### config.mk
export PLATFORM = sky130hd
export DESIGN_NAME = decode_issue_scoreboard
export DESIGN_NICKNAME = d
export VERILOG_FILES = /design/src/rtl/decode_issue_scoreboard.sv
export SDC_FILE = /design/constraint.sdc
export NUM_CORES = 1
export LEC_CHECK = 0
export BUFFER_PORTS_ARGS = -buffer_cell sky130_fd_sc_hd__buf_2
export CORE_MARGIN = 2
export CORE_UTILIZATION = 34
export DETAILED_ROUTE_END_ITERATION = 7
export PLACE_DENSITY = 0.65
export SYNTH_ARGS = -nofsm -noshare
export SYNTH_HDL_FRONTEND = slang
export SYNTH_SLANG_ARGS = --single-unit
### constraint.sdc
create_clock -name clk -period 20.4 [get_ports clk]
set_clock_uncertainty 0.2 [all_clocks]
set_input_delay 3.06 -clock clk [delete_from_list [all_inputs] [get_ports clk]]
set_output_delay 3.06 -clock clk [all_outputs]
set_load 0.01 [all_outputs]
### src/rtl/decode_issue_scoreboard.sv
// decode_issue_scoreboard: queued decode/issue stage with a RAW/WAW register scoreboard
module decode_issue_scoreboard #(
  parameter int WORD = 32,
  parameter int ADDR = 32,
  parameter int W_OPR = 32,
  parameter int W_RD = 5,
  parameter int W_IMM = 16,
  localparam int W_OPC = WORD - 2*W_RD - W_IMM,
  parameter int DEPTH = 2,
  parameter logic [2**W_OPC-1:0] IMM_MASK = '0,
  parameter logic [2**W_OPC-1:0] WB_MASK = '0,
  parameter logic [2**W_OPC-1:0] SEXT_MASK = '0
) (
  input  logic             clk,
  input  logic             reset,
  input  logic             in_valid,
  output logic             in_ready,
  input  logic [WORD-1:0]  in_inst,
  input  logic [ADDR-1:0]  in_pc,
  output logic [W_RD-1:0]  rf_ra0,
  output logic [W_RD-1:0]  rf_ra1,
  input  logic [W_OPR-1:0] rf_rd0,
  input  logic [W_OPR-1:0] rf_rd1,
  output logic             out_valid,
  input  logic             out_ready,
  output logic [W_OPC-1:0] out_opcode,
  output logic [W_OPR-1:0] out_opr0,
  output logic [W_OPR-1:0] out_opr1,
  output logic [W_OPR-1:0] out_imm,
  output logic [ADDR-1:0]  out_pc,
  output logic [W_RD-1:0]  out_rd,
  output logic             out_wb,
  input  logic             ret_valid,
  input  logic [W_RD-1:0]  ret_rd,
  input  logic             flush
);
  localparam int NREG = 2**W_RD;
  localparam int W_PTR = $clog2(DEPTH);
  logic [WORD-1:0] q_inst [DEPTH];
  logic [ADDR-1:0] q_pc [DEPTH];
  logic [W_PTR-1:0] rd_ptr, wr_ptr;
  logic [W_PTR:0] count;
  logic [NREG-1:0] sb, sb_next;
  logic [WORD-1:0] head;
  logic [W_OPC-1:0] op;
  logic [W_RD-1:0] rd, rs;
  logic [W_IMM-1:0] imm;
  logic imm_f, wb_f, sext_f, hazard, issue, push;
  logic [W_OPR-1:0] imm_ext;

  assign head = q_inst[rd_ptr];
  assign op = head[WORD-1 -: W_OPC];
  assign rd = head[WORD-W_OPC-1 -: W_RD];
  assign rs = head[W_IMM+W_RD-1 -: W_RD];
  assign imm = head[W_IMM-1:0];
  assign imm_f = IMM_MASK[op];
  assign wb_f = WB_MASK[op] & (rd != '0);
  assign sext_f = SEXT_MASK[op];
  assign rf_ra0 = rd;
  assign rf_ra1 = rs;
  assign in_ready = count < (W_PTR+1)'(DEPTH);
  // rd doubles as source 0 and destination, so sb[rd] covers both RAW and WAW
  assign hazard = sb[rd] | (~imm_f & sb[rs]);
  assign issue = (count != '0) & ~hazard & (~out_valid | out_ready) & ~flush;
  assign push = in_valid & in_ready & ~flush;
  assign imm_ext = sext_f ? W_OPR'($signed(imm)) : W_OPR'(imm);

  // instruction queue: circular buffer, flush empties it without touching contents
  always_ff @(posedge clk or posedge reset) begin
    if (reset) begin
      for (int i = 0; i < DEPTH; i++) begin
        q_inst[i] <= '0;
        q_pc[i] <= '0;
      end
      rd_ptr <= '0;
      wr_ptr <= '0;
      count <= '0;
    end else if (flush) begin
      rd_ptr <= '0;
      wr_ptr <= '0;
      count <= '0;
    end else begin
      if (push) begin
        q_inst[wr_ptr] <= in_inst;
        q_pc[wr_ptr] <= in_pc;
        wr_ptr <= wr_ptr + W_PTR'(1);
      end
      if (issue) rd_ptr <= rd_ptr + W_PTR'(1);
      count <= count + (W_PTR+1)'(push) - (W_PTR+1)'(issue);
    end
  end

  // scoreboard update: retire clears, issue sets afterwards so a same-register set wins
  always_comb begin
    sb_next = sb;
    if (ret_valid) sb_next[ret_rd] = 1'b0;
    if (issue && wb_f) sb_next[rd] = 1'b1;
    sb_next[0] = 1'b0;
  end

  // scoreboard register survives flush so in-flight writers still retire
  always_ff @(posedge clk or posedge reset) begin
    if (reset) sb <= '0;
    else sb <= sb_next;
  end

  // output register: capture on issue, hold under backpressure, drop on flush
  always_ff @(posedge clk or posedge reset) begin
    if (reset) begin
      out_valid <= 1'b0;
      out_opcode <= '0;
      out_opr0 <= '0;
      out_opr1 <= '0;
      out_imm <= '0;
      out_pc <= '0;
      out_rd <= '0;
      out_wb <= 1'b0;
    end else if (flush) begin
      out_valid <= 1'b0;
    end else if (issue) begin
      out_valid <= 1'b1;
      out_opcode <= op;
      out_opr0 <= rf_rd0;
      out_opr1 <= imm_f ? imm_ext : rf_rd1;
      out_imm <= imm_ext;
      out_pc <= q_pc[rd_ptr];
      out_rd <= rd;
      out_wb <= wb_f;
    end else if (out_ready) begin
      out_valid <= 1'b0;
    end
  end
endmodule

# After elaboration in Yosys (flattened, before gate mapping)
# Memory sizes are Yosys's and may differ from the RTL's.
# Index checks and enable logic that the tools add are counted.
# op_classes
addsub	4
mul	0
div_mod_pow	0
order_cmp	10
n_eq_ne	0
shifts	0
mux	31
bitwise	18
n_reduce_logical	11
# ops
cell	count
32-bit 2-to-1 mux	11
64-bit bitwise mux	2
32-bit AND	1
32-bit demux with 1-bit select	1
32-bit inverter	1
32-bit bitwise OR	1
5-bit by 6-bit less-than comparator with 1-bit output (second input constant)	3
1-bit 2-to-1 mux	12
1-bit binary-select mux with 5-bit select	2
1-bit demux with 5-bit select	2
5-bit by 1-bit >= comparator with 1-bit output (second input constant)	2
1-bit AND	7
6-bit by 7-bit less-than comparator with 1-bit output (second input constant)	1
2-bit nonzero test	3
5-bit nonzero test	1
2-bit >= comparator (second input constant)	2
1-bit logical AND	4
1-bit inverter	4
1-bit inverter with 2-bit output	2
2-bit AND reduction	2
3-bit nonzero test	1
1-bit adder (second input constant)	2
2-bit by 1-bit adder with 2-bit output	1
2-bit by 1-bit less-than comparator with 1-bit output (second input constant)	1
other kinds (4)	5
# totals
ff_bits	304
latchBits	0
ramBits	0
mem_bits_ro	64
in_bits	139
output_inout_bits	152
elab_cells	91
mem_count	1
# memory_table
name	depth	width	read_ports	rd_clocked_by_memory_dff	wr	line	source
(name not given)	64	1	1	0	0	58	assign sext_f = SEXT_MASK[op];

# Logic depth before layout (Yosys ltp)
# depth
word_depth	15
ltp_mapped	17

# Least setup slack after synthesis
# Ideal clock, no wire load.
# synth_timing
path_type	input-to-reg
from	input flush
to	register count[1]
setup_ns	0.132
arrival_ns	4.635
slack_ns	15.433
stages	10
path_buffers	3
path_cell_list	clkbuf_1 a2111oi_4 buf_4 buf_6 ha_1 inv_1 ha_1 xnor2_1 xnor2_1 nor2_1
# synth_between
elab_chain_cells	5
elab_cells_between_ends	6
cone_classes	add/sub (2); mux (1); bitwise (3)
# synth_rtl
item	line	source
start: declaration	35	input logic flush
1-bit inverter (no line)	n/a	
1-bit AND	65	assign push = in_valid & in_ready & ~flush;
2-bit by 1-bit adder with 2-bit output	89	count <= count + (W_PTR+1)'(push) - (W_PTR+1)'(issue);
2-bit by 1-bit subtractor with 2-bit output	89	
2-bit 2-to-1 mux *	78	end else if (flush) begin
end signal: assignment	89	
end: declaration	42	logic [W_PTR:0] count;
# Mark *: on every way between the ends. The rest lies on a longest branch, timed or not.
# A chain may end at the register's enable or synchronous reset.

# Worst setup path in the final report
# layout_timing
from	register rd_ptr
to	output rf_ra0[2]
# layout_between
elab_chain_cells	4
# layout_rtl
item	line	source
start: declaration	41	logic [W_PTR-1:0] rd_ptr, wr_ptr;
start signal: assignment	88	if (issue) rd_ptr <= rd_ptr + W_PTR'(1);
1-bit inverter with 2-bit output (implied by the code)	51	assign head = q_inst[rd_ptr];
32-bit 2-to-1 mux (implied by the code) (3 in a row)	51	
end: declaration	20	output logic [W_RD-1:0] rf_ra0,
# Every way passes these cells. The select of a mux whose other input is x is not followed.

==> PnR_summary.wiki <==
{| class="wikitable"
! Metric !! Value
|-
| Global Route met1 Usage || 0.1916
|-
| Global-route wire length before repair || 45140 um
|-
| Multi-input combinational cell area || 0.004852 mm2
|-
| Initial DRC count || 349
|-
| Minimum clock period || 5.969 ns
|-
| Number of vias per cell after detailed routing || 4.800
|-
| Start point of the worst hold path || out_pc[28]$_DFFE_PP0P_
|-
| Fraction of final layout cells with drive strength greater than 1 || 0.5205
|-
| Area of all sequential standard cells || 0.007186 mm2
|-
| Critical Path RT || 17.14 ns
|-
| Accumulated negative setup slack || 0 ns
|-
| Hold Violations, Final || 0
|-
| Routed vias || 7767
|-
| Combinational family with the most area after synthesis || multiplexers
|-
| CP delay by family, top || buffers and inverters
|-
| Number of ports placed on the die boundary || 291
|-
| Worst min-delay path class || reg -> reg
|-
| Slack of the worst reg-to-reg path || 14.82 ns
|-
| Most frequent cells after synthesis || dfrtp_1 (287), mux2_2 (248), mux2_1 (59)
|-
| RSZ-0062 raised after global routing || no
|-
| Number of distinct library cell variants in the gate-level netlist after synthesis || 47
|-
| Pwr/cell area || 162.3 mW/mm2
|-
| Dominant register cell in the synthesized netlist || dfrtp_1
|-
| Yosys reg bits || 287
|-
| Register clock-pin slew on the reported worst setup and hold paths || 0.06 ns
|-
| Rows || 70
|-
| Via count of the first global-routing pass || 8113
|-
| Number of resized instances in the post-cts repair step || 0
|-
| Initial antenna violation count || 5
|-
| Most instantiated library cell after synthesis || dfrtp_1
|-
| Capture instance of the worst register-to-register path || out_opr0[1]$_DFFE_PP0P_
|-
| Yosys top cell area share || 0.5782
|-
| Global-route usage over all layers || 0.1469
|-
| Total half-perimeter wirelength after legalization and detailed placement || 19000 um
|-
| Post-synthesis sequential area ratio || 0.5782
|-
| Ys Warns || 0
|-
| Fraction of synthesized cell area in xor and xnor cells || 0.002115
|-
| Number of buffers created by CTS || 31
|-
| Area fraction in compound gates after synthesis || 0.04744
|-
| Final-report setup violation count || 0
|-
| Residual antenna-violating net count after detailed routing || 0
|-
| Count of cells along the worst register-to-register path || 10
|-
| Pre-Repair DR Iteration Count || 6
|-
| Layout fillers || 3422
|-
| Achievable clock frequency || 167.5 MHz
|-
| Arr. time, crit path || 2.71 ns
|-
| Floorplan Core Area || 0.03626 mm2
|-
| Post-Syn Area per Cell || 14.38 um2
|-
| Avg WL per Cell || 17.37 um
|-
| Netlist area before placement || 0.01242 mm2
|-
| Met2 track utilization from global routing || 0.2415
|-
| CTS root buffer || clkbuf_16
|-
| Async set-reset flop share out of synthesis || 1.000
|-
| Die extent in x || 195.1 um
|-
| Number of enable-type register cells in the synthesized netlist || 0
|-
| Final worst hold slack || 0.2770 ns
|-
| Cts hold-fix bufs || 0
|-
| Routability-driven placement congestion ratio || 0.8100
|-
| Summed area of non-filler cells in the final layout || 0.01518 mm2
|-
| Max-slew violation total from the final report || 0
|-
| Longest individual stage delay on the worst path || 0.72 ns
|-
| Hold Path Stages || 1
|-
| Startpoint type of the worst setup path || flop
|-
| Initial core utilization || 0.3426
|-
| WS Path Type || reg -> out
|-
| TritonCTS clock tree || done
|-
| Max_slew headroom || 0.3489
|-
| Die area || 0.03808 mm2
|-
| Layer with the highest usage || met2
|-
| Buf+Inv Stages, Crit Path || 2
|-
| Post-synthesis share of cell area spent on full adders, half adders and majority gates || 0.002015
|-
| Pleak || 0.006884 uW
|-
| Critical register-to-register path startpoint || rd_ptr$_DFFE_PP0P_
|-
| Multiplexer fraction of the synthesized cell area || 0.2978
|-
| Post-detailed-routing wire length || 28110 um
|-
| Cell area after placement || 0.01411 mm2
|-
| Clock latency on the worst-skew pair || 0.56 ns
|-
| Cell type of the slowest stage on the worst timing path || dfrtp_4
|-
| Number of post-CTS setup repair buffers || 0
|-
| Result of the run || completed
|-
| Max-cap violations || 0
|-
| Gate count of the mapped netlist || 864
|-
| Clk buf depth || 3
|-
| Synth-to-Final Area Change || 22.17%
|-
| Drt drc || 0
|-
| Share of the cycle needed by the critical path after routing || 0.2926
|-
| Slew at the pin closest to its max-slew limit || 0.9766 ns
|-
| Worst-path fanout max || 56
|-
| Sinks on Clock Net || 287
|-
| Net total in the final layout || 1266
|-
| Top cell type by total area after synthesis || dfrtp_1
|-
| Vertical die dimension || 195.1 um
|-
| Worst-path cell chain || buf_4 -> mux2_2 -> buf_2
|-
| Hold Path End || out_pc[28]$_DFFE_PP0P_
|-
| Maximum number of pins on one net before global-route repair || 159
|-
| Most area-consuming cells after synthesis || dfrtp_1 (58%), mux2_2 (22%), mux2_1 (5.3%)
|-
| CP Capture Type || output port
|-
| Post-layout worst setup margin || 14.43 ns
|-
| Area share of and/or/nand/nor cells after synthesis || 0.03485
|-
| H-Tree Depth || 1
|-
| M3 GR Usage || 0.03575
|-
| Maximum VDD drop || 96.40 uV
|-
| Port Buf Inserts || 273
|-
| Setup WS pre-CTS || 14.66 ns
|-
| Leftover overflow at the end of global routing || 0
|}
[where the power goes]
| part | leakage [uW] | internal, uW | total, uW | switching, uW |
|---|---|---|---|---|
| Clock | 0.000535 | 349 | 580 | 231 |
| Sequential | 0.00349 | 829 | 970 | 141 |
| Combinational | 0.00286 | 484 | 912 | 428 |
[per-layer routing]
layer | up-vias | routed length [um]
met5 | - | 41
met4 | 6 | 686
met3 | 50 | 1670
met2 | 215 | 13380
met1 | 3907 | 12340
li1 | 3589 | -
[state kept, by name, summed over array words and instances, names as in the netlist, 5 cells and up]
signal      flops
out_rd          5
out_opcode      6
q_inst         64
out_opr1       32
out_imm        16
out_opr0       32
out_pc         32
q_pc           64
sb             31
[kinds of logic (layout without fill, tap and decap cells)]
kind of cell / Yosys count / in the layout
buf+inv: 81 / 350
simple gates: 86 / 86
fa+ha+maj: 2 / 2
other cells: 1 / 18
mux: 325 / 325
compound gates: 79 / 79
xor+xnor: 3 / 3
flops: 287 / 287
[placed cells by master, fill, tap and decap left out, drive strengths merged, types with 9 or more instances in the layout]
cell / instances
mux2: 307
dfrtp: 287
buf: 280
clkbuf: 39
nand2: 22
nor2: 22
conb: 17
o21a: 16
a21boi: 14
mux2i: 13
inv: 13
clkinv: 13
nor2b: 10
o22ai: 10
o21ai: 9
[layout make-up]
type	instances	share of cell area
Tap cell	468	0.03859
Inverter	13	0.003710
Multi-Input combinational cell	512	0.3197
Antenna cell	1	0.0001649
Clock inverter	18	0.01294
Clock buffer	39	0.05705
Timing Repair Buffer	280	0.09432
Sequential cell	287	0.4735
[worst reg2reg max path, cell delays in order, from the launching register on]
cell and delay, ns:
dfrtp_4 0.72, buf_4 0.67, mux2_2 0.59, mux4_2 0.45, a2111oi_0 0.41, a32oi_1 0.10, o31a_1 0.17, a2111oi_4 0.37
buf_4 0.54, buf_4 0.75, mux2_2 0.50
[worst max path at each step]
stage                                  start                   end  slack [ns]  cells after the start
final                     rd_ptr$_DFFE_PP0P_             rf_ra0[2]       14.43                      3
after global routing      rd_ptr$_DFFE_PP0P_             rf_ra0[3]       14.23                      4
after global placement              in_valid  q_pc[12]$_DFFE_PP0P_       14.69                      6
after CTS                 rd_ptr$_DFFE_PP0P_             rf_ra0[2]       14.35                      3
after detailed placement            in_valid   q_pc[8]$_DFFE_PP0P_       14.66                      6
after floorplan                        reset    count[0]$_DFF_PP0_        9.22                      1
[through the flow]
step	total power, uW	util	std cells
final	2463	0.4185	1618
after global routing	2630	0.4185	1617
after CTS	2504	0.4185	1617
after detailed placement	1909	0.3892	1560
after global placement	1880	0.3892	1560
after floorplan	1628	-	880
No activity file was read; power rests on OpenSTA's default activity.
